**config.mk**
```make
export PLATFORM = sky130hd
export DESIGN_NAME = gray_codec_pipe
export DESIGN_NICKNAME = d
export VERILOG_FILES = /design/src/rtl/gray_pkg.sv /design/src/rtl/gray_step_check.sv /design/src/rtl/gray_codec_pipe.sv
export SDC_FILE = /design/constraint.sdc
export NUM_CORES = 1
export LEC_CHECK = 0
export ABC_AREA = 1
export CORE_UTILIZATION = 50
export CTS_BUF_LIST = sky130_fd_sc_hd__clkbuf_8
export DETAILED_ROUTE_END_ITERATION = 16
export PLACE_DENSITY_LB_ADDON = 0.1
export SLEW_MARGIN = 10
export SYNTH_ARGS = -nofsm -noshare
export SYNTH_HDL_FRONTEND = slang
export SYNTH_SLANG_ARGS = --single-unit
export TNS_END_PERCENT = 5
```
**constraint.sdc**
```tcl
create_clock -name clk -period 2.3 [get_ports clk]
set_input_delay 0.46 -clock clk [delete_from_list [all_inputs] [get_ports clk]]
set_output_delay 0.46 -clock clk [all_outputs]
set_load 0.005 [all_outputs]
```
**src/rtl/gray_pkg.sv**
```systemverilog
// Shared constants and conversion helpers for the Gray/binary codec.
// Helpers work on a wide word; callers zero-extend and truncate to their own WIDTH.
package gray_pkg;

    localparam logic MODE_G2B = 1'b0;
    localparam logic MODE_B2G = 1'b1;

    // Zero-extension is transparent to all three helpers, so one wide word serves any WIDTH up to this.
    localparam int GRAY_MAX_W = 64;

    typedef logic [GRAY_MAX_W-1:0] gray_word_t;

    function automatic gray_word_t gray2bin(input gray_word_t g);
        gray_word_t b;
        b[GRAY_MAX_W-1] = g[GRAY_MAX_W-1];
        for (int i = GRAY_MAX_W - 2; i >= 0; i--) begin
            b[i] = b[i+1] ^ g[i];
        end
        return b;
    endfunction

    function automatic gray_word_t bin2gray(input gray_word_t b);
        return b ^ (b >> 1);
    endfunction

    function automatic logic onehot_or_zero(input gray_word_t v);
        return (v & (v - gray_word_t'(1))) == '0;
    endfunction

endpackage

```
**src/rtl/gray_step_check.sv**
```systemverilog
// Per-mode Gray step checker: flags accepted values that move more than one bit
// from the previous value of the same mode, and keeps a saturating error count.
module gray_step_check
    import gray_pkg::*;
#(
    parameter int WIDTH = 4,
    parameter int CNT_W = 8
) (
    input  logic             clk,
    input  logic             rst_n,
    input  logic             clear,
    input  logic             accept,
    input  logic             mode,
    input  logic [WIDTH-1:0] gray_val,
    output logic             step_err,
    output logic [CNT_W-1:0] err_cnt
);

    logic [WIDTH-1:0] hist [2];
    logic [1:0]       hist_valid;
    logic [WIDTH-1:0] diff;
    logic             cnt_max;

    assign diff     = gray_val ^ hist[mode];
    // A beat accepted alongside clear starts a fresh history, so it is never flagged.
    assign step_err = !clear && hist_valid[mode] && !onehot_or_zero(gray_word_t'(diff));
    assign cnt_max  = &err_cnt;

    always_ff @(posedge clk or negedge rst_n) begin
        if (!rst_n) begin
            hist[0]    <= '0;
            hist[1]    <= '0;
            hist_valid <= '0;
        end else begin
            if (clear) begin
                hist_valid <= '0;
            end
            if (accept) begin
                hist[mode]       <= gray_val;
                hist_valid[mode] <= 1'b1;
            end
        end
    end

    always_ff @(posedge clk or negedge rst_n) begin
        if (!rst_n) begin
            err_cnt <= '0;
        end else if (clear) begin
            err_cnt <= '0;
        end else if (accept && step_err && !cnt_max) begin
            err_cnt <= err_cnt + 1'b1;
        end
    end

endmodule

```
**src/rtl/gray_codec_pipe.sv**
```systemverilog
// Two-stage streaming Gray<->binary converter with per-beat direction select
// and an optional Gray step checker for CDC pointer monitoring.
module gray_codec_pipe
    import gray_pkg::*;
#(
    parameter int WIDTH    = 4,
    parameter bit CHECK_EN = 1'b1,
    parameter int CNT_W    = 8
) (
    input  logic             clk,
    input  logic             rst_n,
    input  logic             in_valid,
    output logic             in_ready,
    input  logic [WIDTH-1:0] in_data,
    input  logic             in_mode,
    input  logic             clear,
    output logic             out_valid,
    input  logic             out_ready,
    output logic [WIDTH-1:0] out_data,
    output logic             out_mode,
    output logic             out_step_err,
    output logic [CNT_W-1:0] err_cnt
);

    // Handshake: a beat moves when valid & ready are both high at a rising edge.
    // Once out_valid is raised it stays high with stable data until out_ready takes it;
    // in_valid/in_data may change freely while in_ready is low.

    logic             s1_valid;
    logic [WIDTH-1:0] s1_data;
    logic             s1_mode;
    logic             s1_err;
    logic             s2_valid;

    logic             s2_load;
    logic             s1_advance;
    logic             accept;
    logic [WIDTH-1:0] in_gray;
    logic             in_step_err;
    logic [WIDTH-1:0] s1_conv;

    assign s2_load    = !s2_valid || out_ready;
    assign s1_advance = s2_load;
    assign in_ready   = !s1_valid || s1_advance;
    assign accept     = in_valid && in_ready;
    assign out_valid  = s2_valid;

    // The checker always looks at the Gray-domain view of the incoming beat.
    assign in_gray = (in_mode == MODE_B2G) ? WIDTH'(bin2gray(gray_word_t'(in_data))) : in_data;

    assign s1_conv = (s1_mode == MODE_B2G) ? WIDTH'(bin2gray(gray_word_t'(s1_data)))
                                           : WIDTH'(gray2bin(gray_word_t'(s1_data)));

    generate
        if (CHECK_EN) begin : g_check
            gray_step_check #(
                .WIDTH (WIDTH),
                .CNT_W (CNT_W)
            ) u_step_check (
                .clk      (clk),
                .rst_n    (rst_n),
                .clear    (clear),
                .accept   (accept),
                .mode     (in_mode),
                .gray_val (in_gray),
                .step_err (in_step_err),
                .err_cnt  (err_cnt)
            );
        end else begin : g_no_check
            assign in_step_err = 1'b0;
            assign err_cnt     = '0;
        end
    endgenerate

    always_ff @(posedge clk or negedge rst_n) begin
        if (!rst_n) begin
            s1_valid <= 1'b0;
            s1_data  <= '0;
            s1_mode  <= 1'b0;
            s1_err   <= 1'b0;
        end else if (in_ready) begin
            s1_valid <= in_valid;
            if (accept) begin
                s1_data <= in_data;
                s1_mode <= in_mode;
                s1_err  <= in_step_err;
            end
        end
    end

    // Output registers only change on a load that carries a beat, so a stalled beat holds.
    always_ff @(posedge clk or negedge rst_n) begin
        if (!rst_n) begin
            s2_valid     <= 1'b0;
            out_data     <= '0;
            out_mode     <= 1'b0;
            out_step_err <= 1'b0;
        end else if (s2_load) begin
            s2_valid <= s1_valid;
            if (s1_valid) begin
                out_data     <= s1_conv;
                out_mode     <= s1_mode;
                out_step_err <= s1_err;
            end
        end
    end

endmodule

```
==> flow_summary.toml <==
[routing]
drtAntennaViolNets = 0
num_vias = 1550
wl_per_cell_um = 10.8
drt-initial-drc-count = 99
route.detailed.drc = 0
first_pass_iters = 4
via_per_inst = 5.07
routed_wirelength_mm = 3.32

[clocking]
htreeDepth = 2
clock-root-buffer = "clkbuf_8"
ctsResizeCount = 0
clockBufferDepth = 2
clk_latency_ns = 0.27
clk_pin_slew_worst_paths_ns = 0.06
post_cts_buffers = 0
cts-buffers-inserted = 5
cts_sinks = 32
cts_tree = "yes"
cts_hold_buf = 0

[critical_path]
crit_type = "input pin to output port"
r2r_slack_ns = 0.76
critPathLaunch = "out_ready"
worst-path-stages = 4
crit_end = "in_ready"
crit_path_frequent_cell = "clkdlybuf4s50_1"
critPathArrivalTime_ns = 1.59
path_buf_inv = 3
endpoint_kind = "output port"
r2r_cells = 7
timing.rr.start = "g_check.u_step_check.err_cnt[0]"
cp-start-kind = "input pin"
cp_max_fo = 3
crit_chain = "clkdlybuf4s50_1 > inv_1 > nand3_1 > clkdlybuf4s50_1"
critPathMaxStageDelay_ns = 0.52
cp.required_ns = 1.84
crit_family = "buffers and inverters"
r2r-end = "g_check.u_step_check.err_cnt[6]"
cp_slowest_cell = "clkdlybuf4s50_1"

[cells_and_area]
nNetsFinal = 270
stdcell_count = 306
antennaDiodeCount = 0
multi_input_area_um2 = 786
area_growth_pct = 23.4
fill_cells = 318
drive_gt1_frac = 0.0769
final-seq-area_um2 = 801

[placed_design]
dp_hpwl_mm = 2.54
dp.cells = 298
place.gp.congestion = 0.900
portBuffers = 25

[yosys]
synth.ff_latch_count = 32
ys_seq_area_frac = 0.458
syn_avg_cell_area_um2 = 7.69
synth_cells = 227
ys_types = 28
synth_fp_nets = 238
yosysWarnings = 0
syn-cell-area_um2 = 1750

[pwr]
internal-power_w = 0.00107
swShare = 0.291
ir_drop_v = 0.000438
power_frac_clock = 0.279
p_comb_frac = 0.257
p_seq_frac = 0.464
power_leakage_nw = 1.12
powerDensity_nw_per_um2 = 701
p_switching_w = 0.000439

[sta]
rsz0062_at_grt = "false"
layout_min_cycle_time_ns = 2.05
setup_viol = 0
post-route-period-util = 0.891
hold_violations = 0
worstMarginPinSlew_ns = 0.402
skew_ns = 0.00261
maxSlewHeadroom = 0.732
maxSlewViolCount = 0
fmaxAchievable_ghz = 0.488
tns_ns = 0

[hold_path]
holdCritPathClass = "flip-flop to flip-flop"

[floorplanning]
rows = 21
start_util = 0.523
core_area_um2 = 3340
die_area_um2 = 3730
die_y_um = 61.1
die_w_um = 61.1
pin_count = 26

[global_routing]
grt_max_degree = 33
grt_use_total = 0.208
overflow = 0
first_global_vias = 1288
grt_pass1_wl_mm = 5.66
grt_antenna_before_repair = 0

[status]
status = "complete, no violations"

[job]
maxCapViolations = 0
## placed cells by master (no fill, tap or decap), drive strengths merged
cell type / Yosys / final
clkinv: 1 / 1
xor2: 5 / 5
clkbuf: 1 / 6
nand2: 79 / 79
o21ai: 20 / 20
a21oi: 3 / 3
xnor2: 3 / 3
inv: 31 / 33
o22ai: 2 / 2
ha: 1 / 1
nor2: 9 / 9
nand3b: 2 / 2
clkdlybuf4s50: 0 / 25
buf: 4 / 5
nand4: 9 / 9
dfrtp: 32 / 32
nor3: 1 / 1
nand3: 23 / 23
a211oi: 1 / 1
## routing by layer
metal  track usage  part of all wire
met4        0.0974             0.025
met5             0                 0
met3        0.0441             0.029
met2         0.311              0.47
met1         0.291              0.48
## area by class of cell
class | instances | share of cell area
Timing Repair Buffer | 30 | 0.139
Sequential cell | 32 | 0.372
Clock buffer | 6 | 0.0383
Clock inverter | 2 | 0.00348
Inverter | 32 | 0.0557
Multi-Input combinational cell | 158 | 0.365
Tap cell | 46 | 0.0267
## power groups by stage
stage / Sequential, W / Clock (W) / Combinational, W
floorplan: 0.000709 / 0 / 0.000223
global placement: 0.000709 / 0 / 0.000385
detailed placement: 0.000711 / 0 / 0.000390
CTS: 0.000701 / 0.000429 / 0.000393
global route: 0.000712 / 0.000452 / 0.000450
finish: 0.000700 / 0.000422 / 0.000388
## kinds of logic after synthesis
family,count (synthesis),synth area share
AND/OR/NAND/NOR,123,0.320
buffers and inverters,37,0.0917
flip-flops,32,0.458
AO/OA/AOI/OAI,26,0.0824
XOR/XNOR,8,0.0401
adder cells (fa/ha/maj),1,0.00716
## per-stage QoR
stage	total power (W)	hold slack [ns]	utilization	worst slack (ns)	cell area, µm²
finish	0.00151	0.481	0.646	0.251	2150
global route	0.00161	0.525	0.646	0.168	2150
CTS	0.00152	0.486	0.646	0.240	2150
detailed placement	0.00110	0.469	0.619	0.116	2060
global placement	0.00109	0.462	0.619	0.156	2060
floorplan	0.000932	0.164	-	0.777	1750
## state kept, by name, summed over array words and instances, names as in the netlist
name and cells:
g_check.u_step_check.hist_valid 2, g_check.u_step_check.hist 8, out_valid 1, s1_err 1, out_data 4, s1_mode 1, s1_valid 1, out_step_err 1
out_mode 1, s1_data 4, g_check.u_step_check.err_cnt 8
## cell usage after synthesis
cell / number / share of area
buf_8: 1 / 0.0086
nand4_1: 8 / 0.029
buf_2: 2 / 0.0057
xnor2_1: 3 / 0.015
nand3_2: 1 / 0.0057
nand2_1: 78 / 0.17
xor2_1: 5 / 0.025
nor2_1: 7 / 0.015
o21ai_2: 1 / 0.0050
dfrtp_1: 32 / 0.46
nor2_8: 1 / 0.011
o22ai_1: 2 / 0.0072
nand3b_1: 2 / 0.0086
nand3_1: 22 / 0.063
a211oi_2: 1 / 0.0072
inv_1: 29 / 0.062
nor2_4: 1 / 0.0064
clkbuf_1: 1 / 0.0021
nand2_2: 1 / 0.0036
inv_2: 2 / 0.0043
o21ai_0: 17 / 0.049
o21ai_1: 2 / 0.0057
ha_1: 1 / 0.0072
buf_6: 1 / 0.0064
nor3_1: 1 / 0.0029
clkinv_1: 1 / 0.0021
a21oi_1: 3 / 0.0086
nand4_2: 1 / 0.0072
## worst reg2reg max path, cell delays in order (launching register included)
cell,delay (ns)
dfrtp_1,0.43
ha_1,0.26
nand2_1,0.07
inv_1,0.07
nand3_2,0.17
nand4_2,0.24
nand3_1,0.13
nand2_1,0.06
## worst min-delay path by stage
| stage | from | to | slack, ns | depth (start not counted) |
|---|---|---|---|---|
| 6_report | out_mode | out_mode | 0.48 | 2 |
| 5_1_grt | out_data[3] | out_data[3] | 0.53 | 2 |
| 4_1_cts | out_data[0] | out_data[0] | 0.49 | 2 |
| 3_5_place_dp | out_data[0] | out_data[0] | 0.47 | 2 |
| 3_3_place_gp | out_data[0] | out_data[0] | 0.46 | 2 |
| 2_1_floorplan | rst_n | g_check.u_step_check.err_cnt[0] | 0.16 | 0 |
Note: power is estimated with default switching activity, not from simulation.
